==> config.mk <==
export PLATFORM = sky130hd
export DESIGN_NAME = alu_arbiter
export DESIGN_NICKNAME = d
export VERILOG_FILES = /design/src/rtl/alu_arbiter.sv
export SDC_FILE = /design/constraint.sdc
export NUM_CORES = 1
export LEC_CHECK = 0
export CAP_MARGIN = 0
export CORE_ASPECT_RATIO = 2
export CORE_MARGIN = 5
export CORE_UTILIZATION = 37
export DETAILED_ROUTE_END_ITERATION = 10
export PLACE_DENSITY = 0.81
export SETUP_SLACK_MARGIN = 0.15
export SYNTH_ARGS = -nofsm -noshare
export SYNTH_HDL_FRONTEND = slang
export SYNTH_SLANG_ARGS = --single-unit
==> constraint.sdc <==
create_clock -name clk -period 4.4 [get_ports clk]
set_clock_uncertainty 0.2 [all_clocks]
set_input_delay 0.66 -clock clk [delete_from_list [all_inputs] [get_ports clk]]
set_output_delay 0.66 -clock clk [all_outputs]
set_load 0.01 [all_outputs]
==> src/rtl/alu_arbiter.sv <==
// alu_arbiter: two-requester round-robin front end for a shared combinational ALU.
// A request is latched on accept, the ALU works from the latched operands for one
// EXEC cycle, and the registered result is held in RESP until the consumer takes it.
module alu_arbiter #(
    parameter int WIDTH = 32
) (
    input  logic             clk,
    input  logic             rst,
    input  logic [1:0]       req_valid,
    output logic [1:0]       req_ready,
    input  logic [3:0]       req0_op,
    input  logic [3:0]       req1_op,
    input  logic [WIDTH-1:0] req0_a,
    input  logic [WIDTH-1:0] req0_b,
    input  logic [WIDTH-1:0] req1_a,
    input  logic [WIDTH-1:0] req1_b,
    output logic [WIDTH-1:0] alu_rd1,
    output logic [WIDTH-1:0] alu_rd2,
    output logic [3:0]       alu_op,
    input  logic [WIDTH-1:0] alu_out,
    input  logic             alu_zero,
    output logic             resp_valid,
    input  logic             resp_ready,
    output logic [WIDTH-1:0] resp_data,
    output logic             resp_zero,
    output logic             resp_err,
    output logic             resp_id,
    output logic             busy
);

    localparam logic [3:0] OP_AND = 4'b0000;
    localparam logic [3:0] OP_OR  = 4'b0001;
    localparam logic [3:0] OP_ADD = 4'b0010;
    localparam logic [3:0] OP_SUB = 4'b0110;

    typedef enum logic [1:0] {
        S_IDLE = 2'd0,
        S_EXEC = 2'd1,
        S_RESP = 2'd2
    } state_t;

    state_t           r_state;
    logic             r_last_grant;
    logic [3:0]       r_op;
    logic [WIDTH-1:0] r_a;
    logic [WIDTH-1:0] r_b;
    logic             r_id;
    logic [WIDTH-1:0] r_resp_data;
    logic             r_resp_zero;
    logic             r_resp_err;
    logic             r_resp_id;

    logic             w_accept;
    logic             w_grant_id;
    logic [3:0]       w_sel_op;
    logic [WIDTH-1:0] w_sel_a;
    logic [WIDTH-1:0] w_sel_b;

    function automatic logic op_legal(input logic [3:0] op);
        case (op)
            OP_AND, OP_OR, OP_ADD, OP_SUB: op_legal = 1'b1;
            default:                       op_legal = 1'b0;
        endcase
    endfunction

    // Grant selection: only in IDLE; contention goes to the requester not served last.
    always_comb begin
        // NOTE: every output of this block gets a default first, so no path leaves a
        // signal unassigned and no latch is inferred.
        w_accept   = 1'b0;
        w_grant_id = 1'b0;
        req_ready  = 2'b00;
        if (r_state == S_IDLE) begin
            if (req_valid == 2'b11) begin
                w_grant_id = ~r_last_grant;
            end else begin
                w_grant_id = req_valid[1];
            end
            w_accept = |req_valid;
            if (w_accept) begin
                req_ready = w_grant_id ? 2'b10 : 2'b01;
            end
        end
    end

    // Operand mux feeding the capture registers (never the ALU directly).
    always_comb begin
        w_sel_op = w_grant_id ? req1_op : req0_op;
        w_sel_a  = w_grant_id ? req1_a  : req0_a;
        w_sel_b  = w_grant_id ? req1_b  : req0_b;
    end

    // Control FSM plus operand capture and registered response payload.
    always_ff @(posedge clk or posedge rst) begin
        // NOTE: the reset branch clears every register that is visible at a port, so a
        // reset mid-operation leaves nothing of the in-flight request behind.
        if (rst) begin
            r_state      <= S_IDLE;
            r_last_grant <= 1'b1;
            r_op         <= OP_AND;
            r_a          <= '0;
            r_b          <= '0;
            r_id         <= 1'b0;
            r_resp_data  <= '0;
            r_resp_zero  <= 1'b0;
            r_resp_err   <= 1'b0;
            r_resp_id    <= 1'b0;
        end else begin
            // NOTE: non-blocking assignments throughout, so every register samples the
            // pre-edge values regardless of statement order.
            case (r_state)
                S_IDLE: begin
                    if (w_accept) begin
                        r_state      <= S_EXEC;
                        r_op         <= w_sel_op;
                        r_a          <= w_sel_a;
                        r_b          <= w_sel_b;
                        r_id         <= w_grant_id;
                        r_last_grant <= w_grant_id;
                    end
                end
                S_EXEC: begin
                    r_state   <= S_RESP;
                    r_resp_id <= r_id;
                    if (op_legal(r_op)) begin
                        r_resp_data <= alu_out;
                        r_resp_zero <= alu_zero;
                        r_resp_err  <= 1'b0;
                    end else begin
                        r_resp_data <= '0;
                        r_resp_zero <= 1'b0;
                        r_resp_err  <= 1'b1;
                    end
                end
                S_RESP: begin
                    if (resp_ready) begin
                        r_state <= S_IDLE;
                    end
                end
                default: r_state <= S_IDLE;
            endcase
        end
    end

    assign alu_rd1    = r_a;
    assign alu_rd2    = r_b;
    assign alu_op     = r_op;
    assign resp_valid = (r_state == S_RESP);
    assign busy       = (r_state != S_IDLE);
    assign resp_data  = r_resp_data;
    assign resp_zero  = r_resp_zero;
    assign resp_err   = r_resp_err;
    assign resp_id    = r_resp_id;

endmodule

==> qor.csv, run 1 <==
metric,value,unit
drt pass-1 iters,4,
Post-synth ARST share,100,%
Hold Path Stages,2,
# rows,56,
area of the multi-input gates,1610,um2
Core ar.,11800,um2
Final period util,72.8,%
commonest cells in the netlist,"dfrtp_1 (106), a21oi_1 (86), nor2_1 (72)",
Synth Register Bits,107,
Worst Hold Launch,alu_rd2[23],
Ant. Diodes,0,
top_reg_cell synth,dfrtp_1,
Final Critical Period,3.20,ns
Boundary Pins,281,
first-pass GRT wire length,24700,um
required time of the worst setup path,3.54,ns
number of enable flip-flop cells after synthesis,0,
Power Density,628,nW/um2
PortBufs,280,
Hold Fails Final Rpt,0,
Reg area,2680,um2
nets,908,
initial antenna violation count,0,
Area Overhead vs Synth,71.3,%
worst setup path class,input pin to primary output,
status,"complete, no violations",
worst min-delay path class,flip-flop to flip-flop,
fin worst setup slack,1.20,ns
Layout fillers,926,
max_cap viols,0,
CP arrival,2.34,ns
DP HPWL,12300,um
overall power,0.00481,W
worst vdd ir,0.386,mV
# clock sinks,107,
Yosys top cell area share,59.3,%
CTS tree,done,
Detailed Route WL,16500,um
cell leakage power,3.26,nW
Synth Net Count,644,
die height,165,um
most common cell in the netlist,dfrtp_1,
"Setup Fix Bufs, Post-CTS",0,
vias per cell,5.22,
DRT antenna net count,0,
top post-synthesis cells by area,"dfrtp_1 (59%), a21oi_1 (9.6%), a22o_1 (6.5%)",
"Max FO, Critical Path",18,
Worst Path Buf+Inv,3,
Highest Clock Rate,312,MHz
Worst-path clk slew,0.07,ns
vias in the first global route,4981,
RR Endpoint,alu_rd1[11],
area of the mapped netlist,4470,um2
r2r setup slk,1.92,ns
largest net degree at the start of global routing,74,
R2R cell count,6,
Final Max Tran Viols,0,
final-report setup violation count,0,
chip width,87.7,um
syn_area_per_cell,9.51,um2
post-CTS sizing,0,
CP Launch Type,input pin,
post-synthesis sequential area ratio,59.9,%
total track usage,22.3,%
"Distinct cells, synth",22,
RSZ-0062 raised after global routing,no,
final setup TNS,0,ns
crit-path max cell delay,0.57,ns
layout cell share with drive strength beyond 1,4.60,%
Tightest Pin Transition,1.22,ns
CP max-delay cell,clkdlybuf4s50_1,
initial core utilization,38.0,%
R2R Path Start,r_state[1],
crit-path cells,"clkdlybuf4s50_1, nand3_2, inv_2, clkdlybuf4s50_1",
CP top delay family,buffers and inverters,
"Hold-fix buffers, CTS",0,
clk root buf,clkbuf_16,
Synth area leader,dfrtp_1,
TritonCTS Buffers,9,
Clock Tree Buf Depth,2,
Synth Instances,470,
via count,4615,
GR Overflow Total,0,
die footprint,14500,um2
H-tree depth,3,
Avg WL per Cell,18.7,um
DRC,0,
GPL Wtd Cong,0.797,
Ys Warns,0,
Most common cell on crit path,clkdlybuf4s50_1,
clock latency on the worst-skew pair,0.34,ns
dpl ws,1.21,ns
Max-slew headroom,18.7,%
initial drt markers,185,
CP endpoint kind,primary output,
Hold EP,alu_rd2[23],
## cell type report
| class | instances | area share (%) |
|---|---|---|
| Clock inverter | 7 | 0.948 |
| Multi-Input combinational cell | 322 | 21.1 |
| Clock buffer | 9 | 2.94 |
| Timing Repair Buffer | 288 | 37.4 |
| Sequential cell | 107 | 35.0 |
| Inverter | 6 | 0.327 |
| Tap cell | 145 | 2.37 |
## routing by layer
| layer | global-route usage [%] | share of wire (%) | vias up |
|---|---|---|---|
| li1 | - | - | 2123 |
| met1 | 22.4 | 34 | 2228 |
| met2 | 40.7 | 54 | 218 |
| met3 | 5.96 | 7.6 | 46 |
| met4 | 12.1 | 4.7 | 0 |
| met5 | 0 | 0 | - |
## worst register-to-register path, cell delays in order, from the launching register on
cell	delay, ns
dfrtp_1	0.40
nor2_2	0.24
nand3_2	0.41
inv_2	0.17
buf_4	0.59
a21oi_1	0.20
a21oi_1	0.18
## cell usage in the layout (no fill, tap or decap)
master,instances
a2111oi_4,1
a21oi_1,86
a22o_1,33
and3_2,1
buf_4,8
clkbuf_16,9
clkdlybuf4s50_1,280
clkinv_4,3
clkinv_8,1
clkinvlp_4,1
dfrtp_1,106
dfstp_2,1
inv_1,3
inv_2,2
inv_4,1
inv_8,2
mux2_2,1
nand2_1,69
nand2b_1,3
nand3_2,1
nor2_1,72
nor2_2,1
nor2b_1,1
o21ai_0,52
o21ai_4,1
## through the flow
step / hold slack (ns) / area [um2] / std cells / utilization (%)
after floorplan: 0.262 / 4470 / 470 / -
after global placement: 0.260 / 7360 / 868 / 62.5
after detailed placement: 0.269 / 7360 / 868 / 62.5
after CTS: 0.287 / 7660 / 884 / 65.1
after global routing: 0.313 / 7660 / 884 / 65.1
final: 0.281 / 7660 / 884 / 65.1
## flip-flops by register name, indices dropped and copies added (netlist names)
name,count
alu_rd1,32
alu_rd2,32
resp_data,32
alu_op,4
r_state,2
r_id,1
r_last_grant,1
resp_err,1
resp_id,1
resp_zero,1
## where the power goes
group          leakage [nW]  internal, W  switching (W)
Clock                 0.142     0.000400       0.000390
Sequential             1.32      0.00140       0.000239
Combinational          1.79      0.00119        0.00119
Total                  3.26      0.00299        0.00182
## how the worst max path moves through the flow
stage	end	from	cells after the start	slack, ns
floorplan	alu_op[0]	rst	1	0.72
global placement	req_ready[1]	req_valid[1]	4	1.22
detailed placement	req_ready[1]	req_valid[1]	4	1.21
CTS	req_ready[1]	req_valid[1]	4	1.19
global route	req_ready[1]	req_valid[1]	4	1.11
finish	req_ready[1]	req_valid[1]	4	1.20
## cell families after synthesis
group / after synthesis / share of synthesized area [%]
AND/OR/NAND/NOR: 148 / 12.9
multiplexers: 1 / 0.252
buffers and inverters: 41 / 4.28
flip-flops: 107 / 59.9
AO/OA/AOI/OAI: 173 / 22.6
No activity file was read; power rests on OpenSTA's default activity.
==> inputs of run 2 (changes only) <==
==> constraint.sdc (replaced) <==
create_clock -name clk -period 3.1 [get_ports clk]
set_clock_uncertainty 0.2 [all_clocks]
set_input_delay 0.465 -clock clk [delete_from_list [all_inputs] [get_ports clk]]
set_output_delay 0.465 -clock clk [all_outputs]
set_load 0.01 [all_outputs]
==> run 2 against run 1 <==
  * Design area is 0.54% higher
  * Combinational power rose by 44%
  * Worst hold slack worse by 0.0011 ns
  * Non-clock buffer count increased by 2
  * Sequential power rose by 42%
  * Worst setup slack got worse by 0.64 ns
  * Global-route usage fell by 0.30 points
  * First-iteration DRC count increased by 7.6%
  * Via count increased by 0.13%
  * Critical endpoint is now req_ready[0]
  * Largest power group unchanged
==> qor.csv, run 2 (synthesis results as in run 1) <==
metric,value,unit,change
initial drt markers,199,,was 185
PortBufs,280,,unchanged
CP Launch Type,input pin,,unchanged
Tightest Pin Transition,0.731,ns,was 1.22 ns
area of the multi-input gates,1610,um2,unchanged
"Hold-fix buffers, CTS",0,,unchanged
Hold Fails Final Rpt,0,,unchanged
Final period util,82.1,%,
status,"complete, no violations",,unchanged
Most common cell on crit path,clkdlybuf4s50_1,,unchanged
Final Max Tran Viols,0,,unchanged
worst setup path class,input pin to primary output,,unchanged
RSZ-0062 raised after global routing,no,,unchanged
Clock Tree Buf Depth,2,,unchanged
sequential share of power,34.0,%,was 34.1%
# rows,56,,unchanged
fin worst setup slack,0.556,ns,was 1.20 ns
DRC,0,,unchanged
fin area,7700,um2,was 7660 um2
chip width,87.7,um,unchanged
Internal Power,0.00426,W,was 0.00299 W
CP max-delay cell,clkdlybuf4s50_1,,unchanged
max_cap viols,0,,unchanged
Worst-path clk slew,0.07,ns,about the same
nets,910,,was 908
Psw,0.00259,W,was 0.00182 W
Final Critical Period,2.54,ns,
GPL Wtd Cong,0.839,,was 0.797
total track usage,22.0,%,was 22.3%
Reg area,2680,um2,unchanged
dpl ws,0.575,ns,was 1.21 ns
die footprint,14500,um2,unchanged
drt pass-1 iters,4,,unchanged
Highest Clock Rate,393,MHz,
Ant. Diodes,0,,unchanged
cell leakage power,3.27,nW,was 3.26 nW
final-report setup violation count,0,,unchanged
Max-slew headroom,51.3,%,was 18.7%
share of power burned in combinational logic,49.9,%,was 49.5%
Layout fillers,955,,was 926
final setup TNS,0,ns,unchanged
worst vdd ir,0.549,mV,was 0.386 mV
clk root buf,clkbuf_16,,unchanged
Area Overhead vs Synth,72.2,%,was 71.3%
via count,4621,,was 4615
CP endpoint kind,primary output,,unchanged
first-pass GRT wire length,24700,um,about the same
DRT antenna net count,0,,unchanged
Clock Power Share,16.1,%,was 16.4%
crit-path cells,"clkdlybuf4s50_1, nand2b_1, and3_2, clkdlybuf4s50_1",,"was clkdlybuf4s50_1, nand3_2, inv_2, clkdlybuf4s50_1"
H-tree depth,3,,unchanged
"Setup Fix Bufs, Post-CTS",0,,unchanged
crit-path max cell delay,0.59,ns,was 0.57 ns
vias in the first global route,4844,,was 4981
Detailed Route WL,16400,um,was 16500 um
TritonCTS Buffers,9,,unchanged
WHS,0.280,ns,was 0.281 ns
required time of the worst setup path,2.43,ns,was 3.54 ns
clock latency on the worst-skew pair,0.34,ns,about the same
Power Density,890,nW/um2,was 628 nW/um2
die height,165,um,unchanged
initial core utilization,38.0,%,unchanged
Placement Cell Area,7410,um2,was 7360 um2
Core ar.,11800,um2,unchanged
CP arrival,1.88,ns,was 2.34 ns
DP HPWL,12500,um,was 12300 um
Switching Fraction,37.8,%,was 37.9%
worst min-delay path class,flip-flop to flip-flop,,unchanged
# clock sinks,107,,unchanged
GR Overflow Total,0,,unchanged
"commonest non-fill, non-tap cell in the layout",clkdlybuf4s50_1,,unchanged
most frequent cells in the layout,"clkdlybuf4s50_1 (280), dfrtp_1 (106), a21oi_1 (86)",,unchanged
post-CTS sizing,0,,unchanged
layout cell share with drive strength beyond 1,4.86,%,was 4.60%
vias per cell,5.22,,about the same
initial antenna violation count,0,,unchanged
Avg WL per Cell,18.5,um,was 18.7 um
Boundary Pins,281,,unchanged
largest net degree at the start of global routing,72,,was 74
"Max FO, Critical Path",3,,was 18
CTS tree,done,,unchanged
[run 2: layout make-up]
type,instances,share of cell area [%]
multi-input cells,322,20.9
flip-flops and latches,107,34.8
repair buffers,290,37.9
clock inverters,7,0.780
inverters,6,0.341
clock buffers,9,2.92
well taps,145,2.36
[run 2: critical path: cells and delay by family]
| family | cells | cell delay (ns) |
|---|---|---|
| buf+inv | 2 | 1.09 |
| simple gates | 2 | 0.31 |
[run 2: through the flow]
stage / power (W) / cells / utilization (%)
after floorplan: 0.00392 / 470 / -
after global placement: 0.00568 / 870 / 63.0
after detailed placement: 0.00580 / 870 / 63.0
after CTS: 0.00694 / 886 / 65.4
after global routing: 0.00730 / 886 / 65.4
final: 0.00685 / 886 / 65.4
[run 2: power groups by stage]
stage | Combinational, W | Clock [W] | Sequential [W]
4_1_cts | 0.00347 | 0.00113 | 0.00234
3_5_place_dp | 0.00345 | 0 | 0.00236
5_1_grt | 0.00371 | 0.00119 | 0.00241
3_3_place_gp | 0.00335 | 0 | 0.00232
2_1_floorplan | 0.00135 | 0 | 0.00257
6_report | 0.00342 | 0.00110 | 0.00233
[run 2: final timing paths]
path / start / to / slack (ns) / depth (start not counted)
worst max register to register: r_state[1] / alu_op[0] / 1.04 / 6
worst min-delay path: alu_rd2[13] / alu_rd2[13] / 0.28 / 2
min in group asynchronous: rst / alu_rd1[8] / 0.36 / 3
worst max-delay path: req_valid[1] / req_ready[0] / 0.56 / 4
worst min register to register: alu_rd2[13] / alu_rd2[13] / 0.28 / 2
max in group asynchronous: rst / r_last_grant / 1.97 / 3
[run 2: metal layers]
metal | up-vias | share of wire [%] | GRT usage, %
met4 | 0 | 3.7 | 9.99
met3 | 39 | 8.5 | 6.16
li1 | 2124 | - | -
met5 | - | 0 | 0
met1 | 2220 | 33 | 23.2
met2 | 238 | 54 | 39.7
==> inputs of run 3 (changes only) <==
==> constraint.sdc (replaced) <==
create_clock -name clk -period 2.6 [get_ports clk]
set_clock_uncertainty 0.2 [all_clocks]
set_input_delay 0.39 -clock clk [delete_from_list [all_inputs] [get_ports clk]]
set_output_delay 0.39 -clock clk [all_outputs]
set_load 0.01 [all_outputs]
==> run 3 against run 2 <==
  * Flip-flop and latch count is the same
  * Worst setup slack got worse by 0.26 ns
  * Critical path depth stayed put
  * Clock-buffer cell count unchanged
  * Non-clock buffer count up 2
  * Combinational power increased by 19%
  * Die area unchanged
  * Sequential share of layout area barely moved
  * Register-to-register slack worse by 0.45 ns
  * First-iteration DRC count is 15% lower
  * Global-route usage grew 0.13 points
  * Largest cell class unchanged
==> qor.csv, run 3 (synthesis results as in run 1) <==
metric,value,unit,change
die height,165,um,unchanged
Final Critical Period,2.31,ns,
grt met3 use,6.60,%,was 6.16%
grt met2 use,39.6,%,was 39.7%
Layout fillers,951,,was 955
Worst-path clk slew,0.08,ns,was 0.07 ns
gr busiest metal,met2,,unchanged
final-report setup violation count,0,,unchanged
CP top delay family,buffers and inverters,,unchanged
Final Max Tran Viols,0,,unchanged
"commonest non-fill, non-tap cell in the layout",clkdlybuf4s50_1,,unchanged
total track usage,22.2,%,was 22.0%
max_cap viols,0,,unchanged
PortBufs,280,,unchanged
Final period util,88.7,%,
H-tree depth,3,,unchanged
final setup TNS,0,ns,unchanged
"Max FO, Critical Path",3,,unchanged
CTS tree,done,,unchanged
crit-path cells,"clkdlybuf4s50_1, nand3_2, inv_2, clkdlybuf4s50_1",,"was clkdlybuf4s50_1, nand2b_1, and3_2, clkdlybuf4s50_1"
status,"complete, no violations",,unchanged
worst vdd ir,0.519,mV,was 0.549 mV
GPL Wtd Cong,0.837,,was 0.839
cell leakage power,3.29,nW,was 3.27 nW
via count,4569,,was 4621
required time of the worst setup path,2.01,ns,was 2.43 ns
worst min-delay path class,input pin to async pin,,was flip-flop to flip-flop
clock latency on the worst-skew pair,0.34,ns,about the same
"Setup Fix Bufs, Post-CTS",0,,unchanged
layout cell share with drive strength beyond 1,5.11,%,was 4.86%
"Hold-fix buffers, CTS",0,,unchanged
GR Overflow Total,0,,unchanged
worst setup path class,input pin to primary output,,unchanged
nets,912,,was 910
GR Layer Usage met1,22.7,%,was 23.2%
Final Util,65.5,%,was 65.4%
Avg WL per Cell,18.5,um,about the same
drt pass-1 iters,5,,was 4
Worst Path Buf+Inv,3,,was 2
r2r setup slk,0.59,ns,was 1.04 ns
initial core utilization,38.0,%,unchanged
Max-slew headroom,50.9,%,was 51.3%
Area Overhead vs Synth,72.3,%,was 72.2%
largest net degree at the start of global routing,69,,was 72
first-pass GRT wire length,24800,um,was 24700 um
die footprint,14500,um2,unchanged
# rows,56,,unchanged
crit-path max cell delay,0.57,ns,was 0.59 ns
DP HPWL,12400,um,was 12500 um
CP endpoint kind,primary output,,unchanged
Power Density,1060,nW/um2,was 890 nW/um2
Boundary Pins,281,,unchanged
CP max-delay cell,clkdlybuf4s50_1,,unchanged
fin worst setup slack,0.294,ns,was 0.556 ns
Tightest Pin Transition,0.737,ns,was 0.731 ns
Core ar.,11800,um2,unchanged
vias per cell,5.15,,was 5.22
clk root buf,clkbuf_16,,unchanged
DRC,0,,unchanged
initial drt markers,170,,was 199
Highest Clock Rate,434,MHz,
vias in the first global route,4931,,was 4844
most frequent cells in the layout,"clkdlybuf4s50_1 (279), dfrtp_1 (106), a21oi_1 (86)",,"was clkdlybuf4s50_1 (280), dfrtp_1 (106), a21oi_1 (86)"
CP Launch Type,input pin,,unchanged
chip width,87.7,um,unchanged
initial antenna violation count,0,,unchanged
RSZ-0062 raised after global routing,no,,unchanged
Clock Tree Buf Depth,2,,unchanged
# clock sinks,107,,unchanged
DRT antenna net count,0,,unchanged
Detailed Route WL,16400,um,about the same
CP arrival,1.72,ns,was 1.88 ns
TritonCTS Buffers,9,,unchanged
Most common cell on crit path,clkdlybuf4s50_1,,unchanged
Ant. Diodes,0,,unchanged
dpl ws,0.187,ns,was 0.575 ns
Hold Fails Final Rpt,0,,unchanged
==> run 3: cell count changes in the layout (fill, tap and decap cells not counted) <==
| cell | change |
|---|---|
| nor2_2 | -1 |
| dlymetal6s2s_1 | +1 |
| clkinv_4 | +1 |
| clkinvlp_4 | -1 |
| buf_4 | +4 |
| inv_8 | +1 |
| buf_12 | -2 |
| nor2_4 | +1 |
| clkdlybuf4s50_1 | -1 |
| clkinv_2 | -1 |
==> run 3: final timing paths <==
path | endpoint | depth (start not counted) | startpoint
setup / recovery | req_ready[1] | 4 | req_valid[1]
hold / removal | alu_rd2[18] | 3 | rst
setup reg to reg | alu_rd1[30] | 6 | r_state[1]
hold reg to reg | alu_rd2[5] | 2 | alu_rd2[5]
max in group asynchronous | r_last_grant | 3 | rst
min in group clk | alu_rd2[5] | 2 | alu_rd2[5]
==> run 3: final cells by class <==
class | count | area [um2] | area share (%)
Clock buffer | 9 | 225 | 2.92
Clock inverter | 7 | 67.6 | 0.877
Sequential cell | 107 | 2680 | 34.8
Inverter | 6 | 26.3 | 0.341
Multi-Input combinational cell | 322 | 1620 | 21.0
Timing Repair Buffer | 292 | 2910 | 37.7
Tap cell | 145 | 181 | 2.35
==> run 3: routing by layer <==
layer,routed length [um],up-vias
li1,-,2127
met1,5560,2169
met2,8650,220
met4,762,0
met5,0,-
met3,1420,53
==> run 3: tightest hold or removal path: cells and delay by family <==
| family | cells | cell delay (ns) |
|---|---|---|
| buf+inv | 3 | 0.86 |
==> run 3: per-stage QoR <==
step / total power, W / std cells / hold slack, ns / area (um2)
6_report: 0.00819 / 888 / 0.285 / 7700
5_1_grt: 0.00874 / 888 / 0.307 / 7700
4_1_cts: 0.00832 / 888 / 0.292 / 7700
3_5_place_dp: 0.00692 / 872 / 0.274 / 7400
3_3_place_gp: 0.00676 / 872 / 0.262 / 7400
2_1_floorplan: 0.00467 / 470 / 0.262 / 4470
==> run 3: power by group <==
part | leakage [nW] | total [W] | internal (W) | switching [W]
combinational | 1.83 | 0.00407 | 0.00204 | 0.00203
clock | 0.142 | 0.00134 | 0.000678 | 0.000664
sequential | 1.32 | 0.00278 | 0.00237 | 0.000413
==> run 3: repair_timing <==
item / CTS / global route
pin swaps: 0 / 0
gates resized for setup: 1 / 1
setup endpoints to repair: 1 / 1
